==> src/rtl/phy_tx_link_ctrl.sv <==
// Two-lane PHY TX link sequencer: trains with COM, guards with IDLE, then passes
// payload while the receiver stays in sync; retrains on sync loss or timeout.
module phy_tx_link_ctrl #(
  parameter logic [7:0] COM_SYM    = 8'hBC,
  parameter logic [7:0] IDLE_SYM   = 8'h7C,
  parameter int         TRAIN_SYMS = 4,
  parameter int         IDLE_SYMS  = 2,
  parameter int         TIMEOUT    = 64,
  parameter int         CNT_W      = 8
) (
  input  logic       clk_4f,
  input  logic       reset,
  input  logic       enable,
  input  logic       rx_sync,
  input  logic [7:0] data_in0,
  input  logic       valid_in0,
  input  logic [7:0] data_in1,
  input  logic       valid_in1,
  output logic [7:0] data_out0,
  output logic       valid_out0,
  output logic [7:0] data_out1,
  output logic       valid_out1,
  output logic [1:0] k_char,
  output logic       active,
  output logic [1:0] state,
  output logic       timeout_p
);

  typedef enum logic [1:0] {
    ST_RESET  = 2'b00,
    ST_TRAIN  = 2'b01,
    ST_IDLE   = 2'b10,
    ST_ACTIVE = 2'b11
  } state_t;

  localparam logic [CNT_W-1:0] TRAIN_LAST   = CNT_W'(TRAIN_SYMS - 1);
  localparam logic [CNT_W-1:0] IDLE_LAST    = CNT_W'(IDLE_SYMS - 1);
  localparam logic [CNT_W-1:0] TIMEOUT_LAST = CNT_W'(TIMEOUT - 1);

  state_t           state_q, state_d;
  logic [CNT_W-1:0] cnt_q, cnt_d;
  logic [7:0]       data0_d, data1_d;
  logic             valid0_d, valid1_d, active_d, timeout_d;
  logic [1:0]       k_d;

  // NOTE: every signal gets a default at the top so no path leaves one unassigned (no latches).
  always_comb begin
    state_d   = state_q;
    cnt_d     = cnt_q;
    timeout_d = 1'b0;

    if (!enable) begin
      state_d = ST_RESET;
      cnt_d   = '0;
    end else begin
      unique case (state_q)
        ST_RESET: begin
          state_d = ST_TRAIN;
          cnt_d   = '0;
        end
        ST_TRAIN: begin
          if (rx_sync && cnt_q >= TRAIN_LAST) begin
            state_d = ST_IDLE;
            cnt_d   = '0;
          end else if (!rx_sync && cnt_q == TIMEOUT_LAST) begin
            cnt_d     = '0;
            timeout_d = 1'b1;
          end else if (cnt_q < TIMEOUT_LAST) begin
            cnt_d = cnt_q + CNT_W'(1);
          end
        end
        ST_IDLE: begin
          if (!rx_sync) begin
            state_d = ST_TRAIN;
            cnt_d   = '0;
          end else if (cnt_q >= IDLE_LAST) begin
            state_d = ST_ACTIVE;
            cnt_d   = '0;
          end else begin
            cnt_d = cnt_q + CNT_W'(1);
          end
        end
        ST_ACTIVE: begin
          cnt_d = '0;
          if (!rx_sync) state_d = ST_TRAIN;
        end
        default: begin
          state_d = ST_RESET;
          cnt_d   = '0;
        end
      endcase
    end

    // Outputs follow the state being entered; payload only flows on an edge
    // that both starts and ends in ACTIVE, so nothing leaks on entry or exit.
    data0_d  = COM_SYM;
    data1_d  = COM_SYM;
    valid0_d = 1'b0;
    valid1_d = 1'b0;
    k_d      = 2'b11;
    active_d = 1'b0;
    if (state_d == ST_IDLE) begin
      data0_d = IDLE_SYM;
      data1_d = IDLE_SYM;
    end else if (state_d == ST_ACTIVE) begin
      active_d = 1'b1;
      data0_d  = IDLE_SYM;
      data1_d  = IDLE_SYM;
      if (state_q == ST_ACTIVE && valid_in0) begin
        data0_d  = data_in0;
        valid0_d = 1'b1;
        k_d[0]   = 1'b0;
      end
      if (state_q == ST_ACTIVE && valid_in1) begin
        data1_d  = data_in1;
        valid1_d = 1'b1;
        k_d[1]   = 1'b0;
      end
    end
  end

  // NOTE: sequential state uses non-blocking assignments so all registers update together.
  always_ff @(posedge clk_4f) begin
    if (reset) begin
      state_q    <= ST_RESET;
      cnt_q      <= '0;
      data_out0  <= COM_SYM;
      data_out1  <= COM_SYM;
      valid_out0 <= 1'b0;
      valid_out1 <= 1'b0;
      k_char     <= 2'b11;
      active     <= 1'b0;
      timeout_p  <= 1'b0;
    end else begin
      state_q    <= state_d;
      cnt_q      <= cnt_d;
      data_out0  <= data0_d;
      data_out1  <= data1_d;
      valid_out0 <= valid0_d;
      valid_out1 <= valid1_d;
      k_char     <= k_d;
      active     <= active_d;
      timeout_p  <= timeout_d;
    end
  end

  assign state = state_q;

endmodule

==> config.mk <==
export PLATFORM = sky130hd
export DESIGN_NAME = phy_tx_link_ctrl
export DESIGN_NICKNAME = d
export VERILOG_FILES = /design/src/rtl/phy_tx_link_ctrl.sv
export SDC_FILE = /design/constraint.sdc
export NUM_CORES = 1
export LEC_CHECK = 0
export BUFFER_PORTS_ARGS = -buffer_cell sky130_fd_sc_hd__buf_2
export CAP_MARGIN = 20
export CORE_MARGIN = 2
export CORE_UTILIZATION = 25
export DETAILED_ROUTE_END_ITERATION = 7
export HOLD_SLACK_MARGIN = 0.06
export SLEW_MARGIN = 0
export SYNTH_ARGS = -nofsm -noshare
export SYNTH_HDL_FRONTEND = slang
export SYNTH_SLANG_ARGS = --single-unit
==> constraint.sdc <==
create_clock -name clk_4f -period 4.82 [get_ports clk_4f]
set_input_delay 0.964 -clock clk_4f [delete_from_list [all_inputs] [get_ports clk_4f]]
set_output_delay 0.964 -clock clk_4f [all_outputs]
set_load 0.1 [all_outputs]
== After elaboration in Yosys (flattened, before gate mapping) ==
Index checks and enable logic that the tools add are counted.
Storage, ports and cells
  input port bits: 22
  bits in registers: 32
  output and inout port bits: 24
Cells by class
  equality and inequality tests: 7
  $lt $le $gt $ge: 3
  bitwise gates (word level): 5
  reductions and logical operators: 13
  $add $sub $neg: 1
  mux-type cells: 24
Operators with widths (number)
  2-to-1 mux 8 bit: 11
  one-hot mux 8 bit (3 select lines): 1
  OR reduction 4 bit: 3
  2-to-1 mux 2 bit: 5
  adder 8 x 1 -> 8 bit (second input constant): 1
  equality test 2 bit (second input constant): 4
  equality test 8 x 6 -> 1 bit (second input constant): 1
  >= comparator 8 x 1 -> 1 bit (second input constant): 1
  >= comparator 8 x 2 -> 1 bit (second input constant): 1
  < comparator 8 x 6 -> 1 bit (second input constant): 1
  one-hot mux 2 bit (4 select lines): 1
  2-to-1 mux 1 bit: 6
  OR reduction 2 bit: 3
  inverter 1 bit: 5
  logical AND 1 bit: 4
  inequality test 4 bit (second input constant): 1
  OR reduction 3 bit: 1
  equality test 2 x 1 -> 1 bit (second input constant): 1
  zero test 2 bit: 1
  zero test 1 bit: 1

== Depth between registers and ports, before layout ==
  depth in word-level cells: 8
  depth in mapped cells: 7
  mapped depth without buffers: 7

== Worst setup path after synthesis ==
No wires, ideal clock.
  path kind: in2reg
  start: input port rx_sync
  end: register cnt_q[5]
  cell stages on the path: 5
  arrival: 2.072 ns
  buffers on the path: 1
  library setup time: 0.101 ns
  setup slack: 2.647 ns
  cell sequence: buf_2 nor4bb_1 nand4_1 o32a_1 o41ai_1
On the way
  cells in the longest elaborated chain, start to end: 5
Ends and longest elaborated chain
  start, declared: RTL line 14  | input logic rx_sync,
  zero test 1 bit
  logical AND 1 bit: RTL line 65  | end else if (!rx_sync && cnt_q == TIMEOUT_LAST) begin
  2-to-1 mux 8 bit: RTL line 65
  2-to-1 mux 8 bit: RTL line 62  | if (rx_sync && cnt_q >= TRAIN_LAST) begin
  one-hot mux 8 bit (3 select lines): RTL line 56  | unique case (state_q)
  end signal, assigned: RTL line 136  | cnt_q <= cnt_d;
  end, declared: RTL line 41  | logic [CNT_W-1:0] cnt_q, cnt_d;
Several ways; a longest one is shown, not always the timed one.
A chain may end at the register's enable or synchronous reset.

== Final worst setup path ==
  start: register cnt_q[0]
  end: register data_out1[0]
On the way
  cells in the longest elaborated chain, start to end: 8
Ends and longest elaborated chain
  >= comparator 8 x 1 -> 1 bit / >= comparator 8 x 2 -> 1 bit (equally long branches): RTL line 76, 62
  2-to-1 mux 2 bit / logical AND 1 bit (equally long branches): RTL line 76, 62
  2-to-1 mux 2 bit, on equally long branches: RTL line 73, 62
  one-hot mux 2 bit (4 select lines) (*): RTL line 56
  2-to-1 mux 2 bit (*): RTL line 52  | if (!enable) begin
  equality test 2 bit: RTL line 105  | end else if (state_d == ST_ACTIVE) begin
  inverter 1 bit (no source line)
  OR reduction 4 bit (no source line) (*)
  end signal, assigned: RTL line 138  | data_out1 <= data1_d;
  end, declared: RTL line 21  | output logic [7:0] data_out1,
Mark *: on every way between the ends. The rest lies on a longest branch, timed or not.

==> results.cfg <==
[status]
status = complete, no violations

[detailed_routing]
drtIter0Drc = 57
viasPerCell = 4.367
ant_nets = 0
first_pass_iters = 4
drt_wl_total_um = 2435
drc = 0
vias = 952
wl_per_cell_um = 11.17

[power_and_ir_drop]
leakagePower_uw = 0.0006508
p_per_area_nw_per_um2 = 327.8
p_total_uw = 501.2
vdd_drop_max_v = 0.0001374

[synthesis]
syn_area_um2 = 1151
synth-adder-area-share = 0.03261
yosysUniqueCellTypes = 34
synthTopCellsByArea = dfxtp_1 (56%), or3_1 (4.9%), nor2_1 (3.6%)
yosys.area_share.xor_xnor = 0.02283
synth_top_family_by_area = simple AND/OR/NAND/NOR gates
yosys_warnings = 0
synthCells = 116
synthFlopType = dfxtp_1
seq_area_frac_synth = 0.5565
yosys_register_bits = 32
synth_top_cell_by_area = dfxtp_1
synthSimpleGateAreaFrac = 0.2652
synth_compound_area_frac = 0.08913
syn_nets = 141
synth.area.mux_share = 0
syn_avg_cell_area_um2 = 9.923
synth_top_area_share = 0.5565
async_flop_share = 0
synth_enable_flop_cells = 0

[grt]
grt_pass1_wl_um = 4022
grt_max_degree = 14
grt_overflow = 0
grt_usage = 0.1006
grt_antenna_before_repair = 0
grt_pass1_vias = 886

[placement]
place_congestion = 0.6995
place_area_um2 = 1433
post-place-ws_ps = 2245
dp_cells = 211
dp_hpwl_um = 1791
io_buffer_count = 45

[timing]
tightest_slew_ps = 876.0
slew_violations = 0
max_freq_mhz = 435.1
period_share = 0.4768
slew_headroom = 0.4115
fin_tns_setup_ps = 0
setup_slack_ps = 2522
setup_violations = 0
hold_viol = 0
rsz0062_at_grt = false
skew_ps = 4.523
period_minus_slack_ps = 2298

[critical_path]
worstSetupEndpointType = flip-flop
crit_arrival_ps = 2470
cp_max_fo = 13
slowest_stage = o211ai_1
cpPeakStageDelay_ps = 720
cp_num_buf_inv = 0
crit_chain = ha_1 -> nor3_1 -> a21boi_1 -> o211ai_1 -> nor2_1 -> and2_1
crit_family = compound AO/OA/AOI/OAI gates
crit_type = flip-flop to flip-flop
critPathRequiredTime_ps = 4990
startpoint_type = flip-flop

[run]
max_cap_viol_count = 0

[clocking]
clk_latency_ps = 270
cts_buffers = 5
clock-sinks = 32
postCtsSetupBuffers = 0
cts_resized = 0
cts_tree = done
cts_buffer_depth = 2
cts_hold_buf = 0
root_buffer = clkbuf_8
path_clk_slew_ps = 60
htreeDepth = 2

[layout]
antennaDiodeCount = 0
final_nets = 191
area.growth.synth_to_final_pct = 32.83
final_cell_mix = buf_2 (45), dfxtp_1 (32), nor2_1 (11)
fillers = 462
design_area_um2 = 1529
final_cells = 218
final_common_cell = buf_2
drive_gt1_frac = 0.3313

[floorplan]
coreArea_um2 = 4384
start_util = 0.2626
fp.dieW_um = 71.86
row_count = 24
boundaryPins = 46
dieArea_um2 = 5163
die_h_um = 71.86

[hold_path]
holdCritPathClass = flip-flop to flip-flop
==> state kept, by name, indices dropped and copies added, names as in the netlist <==
name,count
data_out0,8
valid_out0,1
k_char,2
timeout_p,1
valid_out1,1
cnt_q,8
state,2
data_out1,8
active,1
==> synth_stat cells (2+ instances only) <==
library cell	n
and2_1	5
o21ai_1	3
and3_1	3
nand2b_1	3
nor2_1	11
nor2b_1	2
nand4_1	3
nand3_1	5
nand2_1	4
inv_1	7
xnor2_1	2
or3_1	9
a21oi_1	3
ha_1	3
nor3_1	3
dfxtp_1	32
==> worst register-to-register path, delay by kind of cell, from the launching register on <==
kind            cells  cell delay, ps
compound gates      2             850
simple gates        3             760
flops               1             350
fa+ha+maj           1             250
==> layer usage <==
layer  part of all wire  global-route usage  routed length (um)
met1               0.46              0.1305                1129
met2               0.48              0.1492                1177
met3              0.034             0.02954                  83
met4              0.018             0.05660                  45
met5                  0                   0                   0
==> cell families (layout without fill, tap and decap cells) <==
kind of cell               count (synthesis)  after routing
and+or+nand+nor                           53             53
DFF                                       32             32
buffers and inverters                     10             60
adders and majority gates                  3              3
xor gates and xnor gates                   3              3
AOI/OAI and AO/OA                         15             15
==> path summary, 6_finish.rpt <==
kind,start,cells after the start,slack (ps),end
hold / removal,cnt_q[7]$_SDFFE_PP0P_,1,530,cnt_q[7]$_SDFFE_PP0P_
hold reg to reg,cnt_q[7]$_SDFFE_PP0P_,1,530,cnt_q[7]$_SDFFE_PP0P_
setup / recovery,cnt_q[0]$_SDFFE_PP0P_,6,2520,data_out1[0]$_SDFF_PP0_
setup reg to reg,cnt_q[0]$_SDFFE_PP0P_,6,2520,data_out1[0]$_SDFF_PP0_
==> power breakdown <==
| part | leakage [uW] | internal [uW] | switching, uW |
|---|---|---|---|
| registers | 0.000259 | 265 | 1.16 |
| clock network | 0.0000503 | 127 | 89.6 |
| logic | 0.000342 | 8.64 | 9.74 |
==> per-stage QoR <==
step | utilization | hold WS (ps)
CTS | 0.3487 | 523.4
detailed placement | 0.3268 | 513.1
global route | 0.3487 | 553.6
floorplan | - | 478.8
global placement | 0.3268 | 512.9
finish | 0.3487 | 526.5
==> layout make-up <==
type                       instances  area [um^2]  area share
sequential                        32        640.6      0.4190
timing repair buffer              45        225.2      0.1473
multi-input combinational         74        471.7      0.3085
inverter                           8        30.03     0.01964
clock buffer                       7        96.34     0.06301
tap                               52        65.06     0.04255
No activity file was read; power rests on OpenSTA's default activity.
